===== src/rtl/ca_row_stepper.sv =====
// Streaming next-generation engine for a 2-D cellular automaton, one row per beat.
// Optional frame population counter is built when CA_POPCOUNT_EN is defined.
module ca_row_stepper #(
  parameter int BOARD_WIDTH  = 32,
  parameter int BOARD_HEIGHT = 32,
  parameter int WRAP_X       = 0
) (
  input  logic                   clk,
  input  logic                   rst,
  input  logic [8:0]             birth_mask,
  input  logic [8:0]             survive_mask,
  input  logic [BOARD_WIDTH-1:0] s_row,
  input  logic                   s_valid,
  output logic                   s_ready,
  output logic [BOARD_WIDTH-1:0] m_row,
  output logic                   m_valid,
  input  logic                   m_ready,
  output logic                   m_last
`ifdef CA_POPCOUNT_EN
  ,
  output logic [$clog2(BOARD_WIDTH*BOARD_HEIGHT+1)-1:0] pop_count,
  output logic                   pop_valid
`endif
);

  localparam int W  = BOARD_WIDTH;
  localparam int CW = $clog2(BOARD_HEIGHT + 1);

  typedef enum logic [1:0] {
    S_FIRST,
    S_STREAM,
    S_FLUSH
  } state_t;

  state_t        state;
  logic [W-1:0]  prev;
  logic [W-1:0]  cur;
  logic [CW-1:0] cnt;
  logic [8:0]    bm_q;
  logic [8:0]    sm_q;

  logic          slot_free;
  logic [W-1:0]  bot;
  logic [W-1:0]  nxt;
  logic [W-1:0]  pw, pe, cw, ce, bw, be;

  assign slot_free = !m_valid || m_ready;
  assign s_ready   = (state == S_FIRST) ||
                     (state == S_STREAM && slot_free);

  // Flushing the last row sees a dead row below it.
  assign bot = (state == S_FLUSH) ? '0 : s_row;

  // xw[i] is the west neighbour of column i, xe[i] the east one.
  assign pw = {prev[W-2:0], (WRAP_X != 0) ? prev[W-1] : 1'b0};
  assign pe = {(WRAP_X != 0) ? prev[0] : 1'b0, prev[W-1:1]};
  assign cw = {cur[W-2:0], (WRAP_X != 0) ? cur[W-1] : 1'b0};
  assign ce = {(WRAP_X != 0) ? cur[0] : 1'b0, cur[W-1:1]};
  assign bw = {bot[W-2:0], (WRAP_X != 0) ? bot[W-1] : 1'b0};
  assign be = {(WRAP_X != 0) ? bot[0] : 1'b0, bot[W-1:1]};

  for (genvar i = 0; i < W; i++) begin : g_cell
    logic [3:0] n;
    assign n = 4'(pw[i]) + 4'(prev[i]) + 4'(pe[i]) +
               4'(cw[i]) + 4'(ce[i]) +
               4'(bw[i]) + 4'(bot[i]) + 4'(be[i]);
    assign nxt[i] = cur[i] ? sm_q[n] : bm_q[n];
  end

  always_ff @(posedge clk) begin
    if (rst) begin
      state   <= S_FIRST;
      prev    <= '0;
      cur     <= '0;
      cnt     <= '0;
      bm_q    <= '0;
      sm_q    <= '0;
      m_row   <= '0;
      m_valid <= 1'b0;
      m_last  <= 1'b0;
    end else begin
      if (m_valid && m_ready) m_valid <= 1'b0;
      unique case (state)
        S_FIRST: begin
          if (s_valid) begin
            prev  <= '0;
            cur   <= s_row;
            cnt   <= CW'(1);
            bm_q  <= birth_mask;
            sm_q  <= survive_mask;
            state <= (BOARD_HEIGHT == 1) ? S_FLUSH : S_STREAM;
          end
        end
        S_STREAM: begin
          if (s_valid && slot_free) begin
            m_row   <= nxt;
            m_valid <= 1'b1;
            m_last  <= 1'b0;
            prev    <= cur;
            cur     <= s_row;
            cnt     <= cnt + CW'(1);
            if (cnt == CW'(BOARD_HEIGHT - 1)) state <= S_FLUSH;
          end
        end
        S_FLUSH: begin
          if (slot_free) begin
            m_row   <= nxt;
            m_valid <= 1'b1;
            m_last  <= 1'b1;
            state   <= S_FIRST;
          end
        end
        default: state <= S_FIRST;
      endcase
    end
  end

`ifdef CA_POPCOUNT_EN
  localparam int PW = $clog2(BOARD_WIDTH*BOARD_HEIGHT+1);

  logic [PW-1:0] acc;
  logic [PW-1:0] ones;

  assign ones = PW'($countones(m_row));

  always_ff @(posedge clk) begin
    if (rst) begin
      acc       <= '0;
      pop_count <= '0;
      pop_valid <= 1'b0;
    end else begin
      pop_valid <= 1'b0;
      if (m_valid && m_ready) begin
        if (m_last) begin
          pop_count <= acc + ones;
          pop_valid <= 1'b1;
          acc       <= '0;
        end else begin
          acc <= acc + ones;
        end
      end
    end
  end
`endif

endmodule


===== config.mk =====
export PLATFORM = sky130hd
export DESIGN_NAME = ca_row_stepper
export DESIGN_NICKNAME = d
export VERILOG_FILES = /design/src/rtl/ca_row_stepper.sv
export SDC_FILE = /design/constraint.sdc
export NUM_CORES = 1
export LEC_CHECK = 0
export CAP_MARGIN = 0
export CORE_AREA = 2 2 261 134
export DETAILED_ROUTE_END_ITERATION = 16
export DIE_AREA = 0 0 263 136
export PLACE_DENSITY = 0.72
export REMOVE_ABC_BUFFERS = 1
export SYNTH_ARGS = -nofsm -noshare
export SYNTH_HDL_FRONTEND = slang
export SYNTH_SLANG_ARGS = --single-unit

===== constraint.sdc =====
create_clock -name clk -period 5.8 [get_ports clk]
set_clock_uncertainty 0.2 [all_clocks]
set_input_delay 0.87 -clock clk [delete_from_list [all_inputs] [get_ports clk]]
set_output_delay 0.87 -clock clk [all_outputs]
set_load 0.1 [all_outputs]

======== After elaboration in Yosys (flattened, before gate mapping) ========
Cells that the tools add are included.
W data, S select, Z words.
word-level totals
  flip-flop bits (word level) ............. 124
  bits in latches ......................... 0
  output and inout bits ................... 35
  bits in read-only memories .............. 0
  memory bits (writable) .................. 0
  input port bits ......................... 54
  memories kept ........................... 0
  logic and storage cells ................. 464
operators by class
  reductions and logical operators ........ 13
  eq/ne operators ......................... 7
  multipliers ............................. 0
  divide/modulo/power cells ............... 0
  $add $sub $neg .......................... 218
  shift-type cells ........................ 0
  order comparisons ....................... 32
  muxes and demuxes ....................... 185
  bitwise logic cells ..................... 0
operator list
  cell                   count
  $add A4 B1 Y4          124
  $bmux W1 S4            64
  $mux W32               7
  $pmux W32 S2           3
  $lt A4 B5 Y1 const B   32
  $add A3 B1 Y4          31
  $mux W1                101
  $add A2 B1 Y3          31
  $add A1 B1 Y2          31
  $mux W6                2
  $pmux W6 S2            1
  $mux W2                4
  $add A6 B1 Y6 const B  1
  $eq A6 B5 Y1 const B   1
  $pmux W2 S3            1
  $reduce_and A3 Y1      2
  $ne A2 B1 Y1 const B   2
  $ne A2 B2 Y1 const B   2
  $pmux W1 S2            2
  $reduce_and A4 Y1      1
  $reduce_bool A2 Y1     2
  $logic_and A1 B1 Y1    3
  $eq A2 B1 Y1 const B   1
  $eq A2 B2 Y1 const B   1
  other kinds (4)        5

======== Depth between registers and ports, before layout ========
Gate-level depths: netlist of the first run.
  depth in word-level cells ............... 12
  depth in mapped cells ................... 17
  mapped depth without buffers ............ 14

======== Least setup slack after synthesis of the first run ========
No wires, ideal clock.
  path kind ............................... register to register
  start ................................... reg state[0]
  end ..................................... reg m_row[1]
  data arrival time ....................... 4079 ps
  path buffers ............................ 3
  setup slack ............................. 1390 ps
  stages on the path, launching flop included .. 18
  library setup time ...................... 130 ps
  data required time ...................... 5470 ps
  cells stage by stage .................... dfxtp_1 > inv_1 > ha_1 > clkbuf_1 > clkbuf_1 > nand2b_1 > inv_1 > fa_1 > fa_1 > inv_1 > fa_1 > inv_1 > fa_1 > buf_2 > mux4_2 > mux2_2 > a32oi_1 > o41ai_1
between the ends
  longest elaborated chain between the ends .. 10
  elaborated cells between the ends (all ways) .. 18
  those cells by class .................... 3 x add/sub; 4 x eq/ne; 9 x mux; 2 x reduce/logical
RTL lines
  what                                line     RTL
  start: declaration                  35       state_t state;
  start signal: assignment            91       state <= (BOARD_HEIGHT == 1) ? S_FLUSH : S_STREAM;
  $eq A2 B2 Y1                        52, 83
  $mux W32                            52       assign bot = (state == S_FLUSH) ? '0 : s_row;
  $add A4 B1 Y4                       65       4'(cw[i]) + 4'(ce[i]) +
  $add A4 B1 Y4 (2 in a row)          66       4'(bw[i]) + 4'(bot[i]) + 4'(be[i]);
  $bmux W1 S4                         67       assign nxt[i] = cur[i] ? sm_q[n] : bm_q[n];
  $mux W1 (not written as such)       67
  $mux W1                             67
  $mux W32, on equally long branches  106, 95
  $pmux W32 S2                        83       unique case (state)
  end signal: assignment              96       m_row <= nxt;
  end signal: assignment              107      m_row <= nxt;
  end: declaration                    15       output logic [BOARD_WIDTH-1:0] m_row,
Several ways; a longest one is shown, not always the timed one. The select of a mux whose other input is x is not followed.
A chain may end at the register's enable or synchronous reset.

======== Worst setup path in the final report of the first run ========
Ends and elaborated chain as after synthesis.

==> results of run 1 <==
-- cell families after synthesis --
| kind of cell | count (synthesis) |
|---|---|
| and+or+nand+nor | 357 |
| buffers and inverters | 298 |
| AOI/OAI and AO/OA | 232 |
| muxes | 232 |
| adders and majority gates | 220 |
| DFF | 124 |
| xor gates and xnor gates | 32 |
-- state kept, by name (all words and copies together) (netlist names) --
name and flops:
cur 32, m_row 32, prev 32, bm_q 9
sm_q 9, cnt 6, state 2, m_last 1
m_valid 1
-- power groups by stage --
stage	combinational (mW)	sequential, mW	clock, mW
after detailed placement	2.72	1.13	0
after global placement	2.61	1.12	0
after global routing	2.99	1.13	1.20
after CTS	2.74	1.11	1.17
final	2.75	1.13	1.16
after floorplan	1.97	1.21	0
-- metrics by stage --
step / power, mW / setup slack, ps / area (µm²)
CTS: 5.020 / 919.4 / 16690
floorplan: 3.182 / 1249 / 14520
global placement: 3.738 / 931.8 / 16100
global route: 5.319 / 658.8 / 16690
finish: 5.036 / 842.7 / 16690
detailed placement: 3.854 / 835.5 / 16100
-- routing by layer --
metal | routed length (µm) | share of wire | GRT usage
met4 | 1606 | 0.034 | 0.1051
met2 | 19760 | 0.42 | 0.3958
met1 | 19150 | 0.41 | 0.3661
met3 | 6235 | 0.13 | 0.08640
met5 | 0 | 0 | 0
-- tightest hold or removal path, delay by kind of cell (launching register included) --
family / cells / cell delay [ps]
flops: 1 / 320
simple gates: 1 / 50
compound gates: 1 / 50
-- worst max path at each step --
stage / to / slack, ps / cells past startpoint
2_1_floorplan: m_row[1]$_SDFFE_PP0P_ / 1250 / 14
3_3_place_gp: m_row[1]$_SDFFE_PP0P_ / 930 / 13
3_5_place_dp: m_row[1]$_SDFFE_PP0P_ / 840 / 13
4_1_cts: m_row[25]$_SDFFE_PP0P_ / 920 / 15
5_1_grt: m_row[1]$_SDFFE_PP0P_ / 660 / 14
6_report: m_row[1]$_SDFFE_PP0P_ / 840 / 14
-- layout make-up --
class	count	area (µm²)	share of cell area
clock buffers	19	442.9	0.02653
multi-input cells	1073	11350	0.6799
well taps	450	563.0	0.03373
flip-flops and latches	124	2502	0.1499
inverters	188	705.7	0.04228
clock inverters	13	152.6	0.009145
repair buffers	101	975.9	0.05847
-- cell usage in the layout, fill, tap and decap left out, types with 14 or more instances in the layout --
| cell | Yosys | layout |
|---|---|---|
| dfxtp_2 | 0 | 16 |
| mux2_2 | 33 | 33 |
| mux2i_1 | 70 | 69 |
| nand2b_1 | 54 | 54 |
| or3_1 | 21 | 21 |
| o21ai_1 | 19 | 19 |
| inv_1 | 188 | 188 |
| or3b_2 | 18 | 18 |
| nor2b_1 | 53 | 52 |
| a32oi_1 | 20 | 20 |
| mux4_2 | 129 | 129 |
| a21oi_1 | 81 | 81 |
| clkdlybuf4s50_1 | 0 | 87 |
| o21ai_0 | 17 | 17 |
| dfxtp_1 | 124 | 108 |
| nand2_1 | 111 | 111 |
| clkbuf_16 | 0 | 17 |
| buf_4 | 1 | 14 |
| nor2_1 | 47 | 46 |
| a22oi_1 | 35 | 35 |
| fa_1 | 119 | 119 |
| xor2_1 | 24 | 24 |
| ha_1 | 101 | 101 |
| nor4_1 | 19 | 19 |
==> key figures, run 1 <==
Placement
  • Detailed placement HPWL: 30420 µm
  • DP Cell Count: 1936
  • IO buf count: between 80 and 90
  • GPL Wtd Cong: 0.8771

Job
  • Maxcap violations: 0

Critical path
  • Worst path cell trace: inv_1 > ha_1 > buf_4 > nand2b_1 > inv_1 > fa_1 > inv_1 > fa_1 > inv_1 > fa_1 > mux4_2 > mux2_2 > a32oi_1 > o41ai_1
  • Worst Path Arrival: ~5000 ps
  • CP top delay family: adder cells
  • Worst setup EP type: flop
  • Max FO, Critical Path: 18
  • Cell mode on critical path: inv_1
  • WS Path Type: flop to flop
  • Largest stage delay on the critical path: between 700 and 800 ps
  • Worst Path Required: 5910 ps
  • Reg2reg start: state[0]$_SDFFE_PP0P_
  • Setup crit start: state[0]$_SDFFE_PP0P_
  • Crit path buf inv count: 5
  • R2r endpoint: m_row[1]$_SDFFE_PP0P_
  • FF-to-FF setup slack: 840 ps
  • R2R depth: 14
  • Crit path launch type: flop
  • Crit-path slowest cell: ha_1

Die
  • Die Ht: 136 µm
  • Width of the die: 263 µm
  • Row count: 48
  • Initial Utilization: 0.4436
  • Top-Level Pins: 89
  • Die Area: roughly 36000 µm²
  • CORE AREA: 33750 µm²

Layout
  • Final nets: 1779
  • Layout cells sized above 1: 0.1640
  • Layout area overhead: 11.49%
  • Final Non-Filler Cells: 1968
  • Layout Utilization: 0.4946
  • Fill count: 3017
  • Diodes inserted: 0

Min path
  • Worst Hold End: m_row[0]$_SDFFE_PP0P_
  • Hold path depth: 2
  • Hold Crit Start: m_row[0]$_SDFFE_PP0P_
  • Type of the tightest min-delay check: flop to flop

Yosys
  • Synth Area per Inst: 10.01 µm²
  • Compound-Gate Fraction of Synth Area: 0.1020
  • Post-synth top cells: inv_1 (188), mux4_2 (129), dfxtp_1 (124)
  • Fraction of registers with async set/reset: 0
  • Post-Syn Area: 14970 µm²
  • Distinct cells, synth: 52
  • Cells after synthesis: 1495
  • Post-Synth Simple-Gate Area: 0.1270
  • Xor/xnor share of the synthesized area: 0.01872
  • Main synth FF type: dfxtp_1
  • Post-synth EDFFs: 0
  • Flops & latches, synth: 124
  • Most frequent cell after synthesis: inv_1
  • Synth Area in Adders: 0.2435
  • Multiplexer area fraction after synthesis: 0.2657
  • Synth area leaders: mux4_2 (19%), dfxtp_1 (17%), fa_1 (16%)
  • Post-synthesis sequential area ratio: 0.1658
  • Largest family of logic cells by synthesized area: multiplexers
  • Top cell type's share of synthesized area: 0.1940
  • Post-synth top area cell: mux4_2
  • Warnings from Yosys: 0

Clocking
  • Post-CTS sizing: 0
  • Worst-path clk slew: around 70 ps
  • Cts-stage hold buffer count: 0
  • Clock Root Buffer: clkbuf_16
  • Clock buffer depth: 2
  • Clk_lat worst skew: 460 ps
  • CTS buffer count: 17
  • # clock sinks: 124
  • CTS tree: done
  • Max H-tree Level: 4
  • Post-CTS setup buffer count: 0

Global routing
  • Vias in the first global route: ~13000
  • Initial antenna violation count: 0
  • Total grt overflow: 0
  • Global-route wire length before repair: 73110 µm
  • Gr usage total: 0.2680
  • Largest net degree at the start of global routing: 73

Pwr
  • Clk pwr share: 0.231
  • Leak pwr: 6.666 nW
  • Worst VDD drop: between 0.00015 and 0.0002 V
  • Gate power share: 0.546
  • Seq pwr share: 0.223
  • Sw Share: 0.4283
  • P_int: roughly 2.9 mW
  • PwrDens: 301.7 nW/µm²
  • Sw power: about 2.2 mW

Route
  • WL final: 46750 µm
  • Antenna viol nets, final: 0
  • Vias post-DR: 12429
  • Via density: 6.316
  • Pre-Repair DR Iteration Count: 8
  • Detailed Route Iter0 Violations: 1591
  • Post-route DRC: 0
  • Wire length per cell: 23.76 µm

Timing
  • Setup repair after global routing missed its margin: no
  • Final Cycle Share: 0.8547
  • Final Setup Violations: 0
  • Final hold vios: 0
  • Hold Slack: 267.0 ps
  • Maximum clock frequency: 201.7 MHz
  • Pins Over Slew Limit: 0
  • Worst slew pin tran: 1139 ps
  • Setup TNS: 0 ps
  • Relative slew slack: 0.2404
  • Min Tclk post-route: 4957 ps

Outcome
  • Status: completed
No activity file was read; power rests on OpenSTA's default activity.
==> run 2, diff against run 1 <==
- TNS_END_PERCENT: not set -> 10
==> results of run 2 <==
No change in the layout: final DEF, timing and power equal those of run 1.
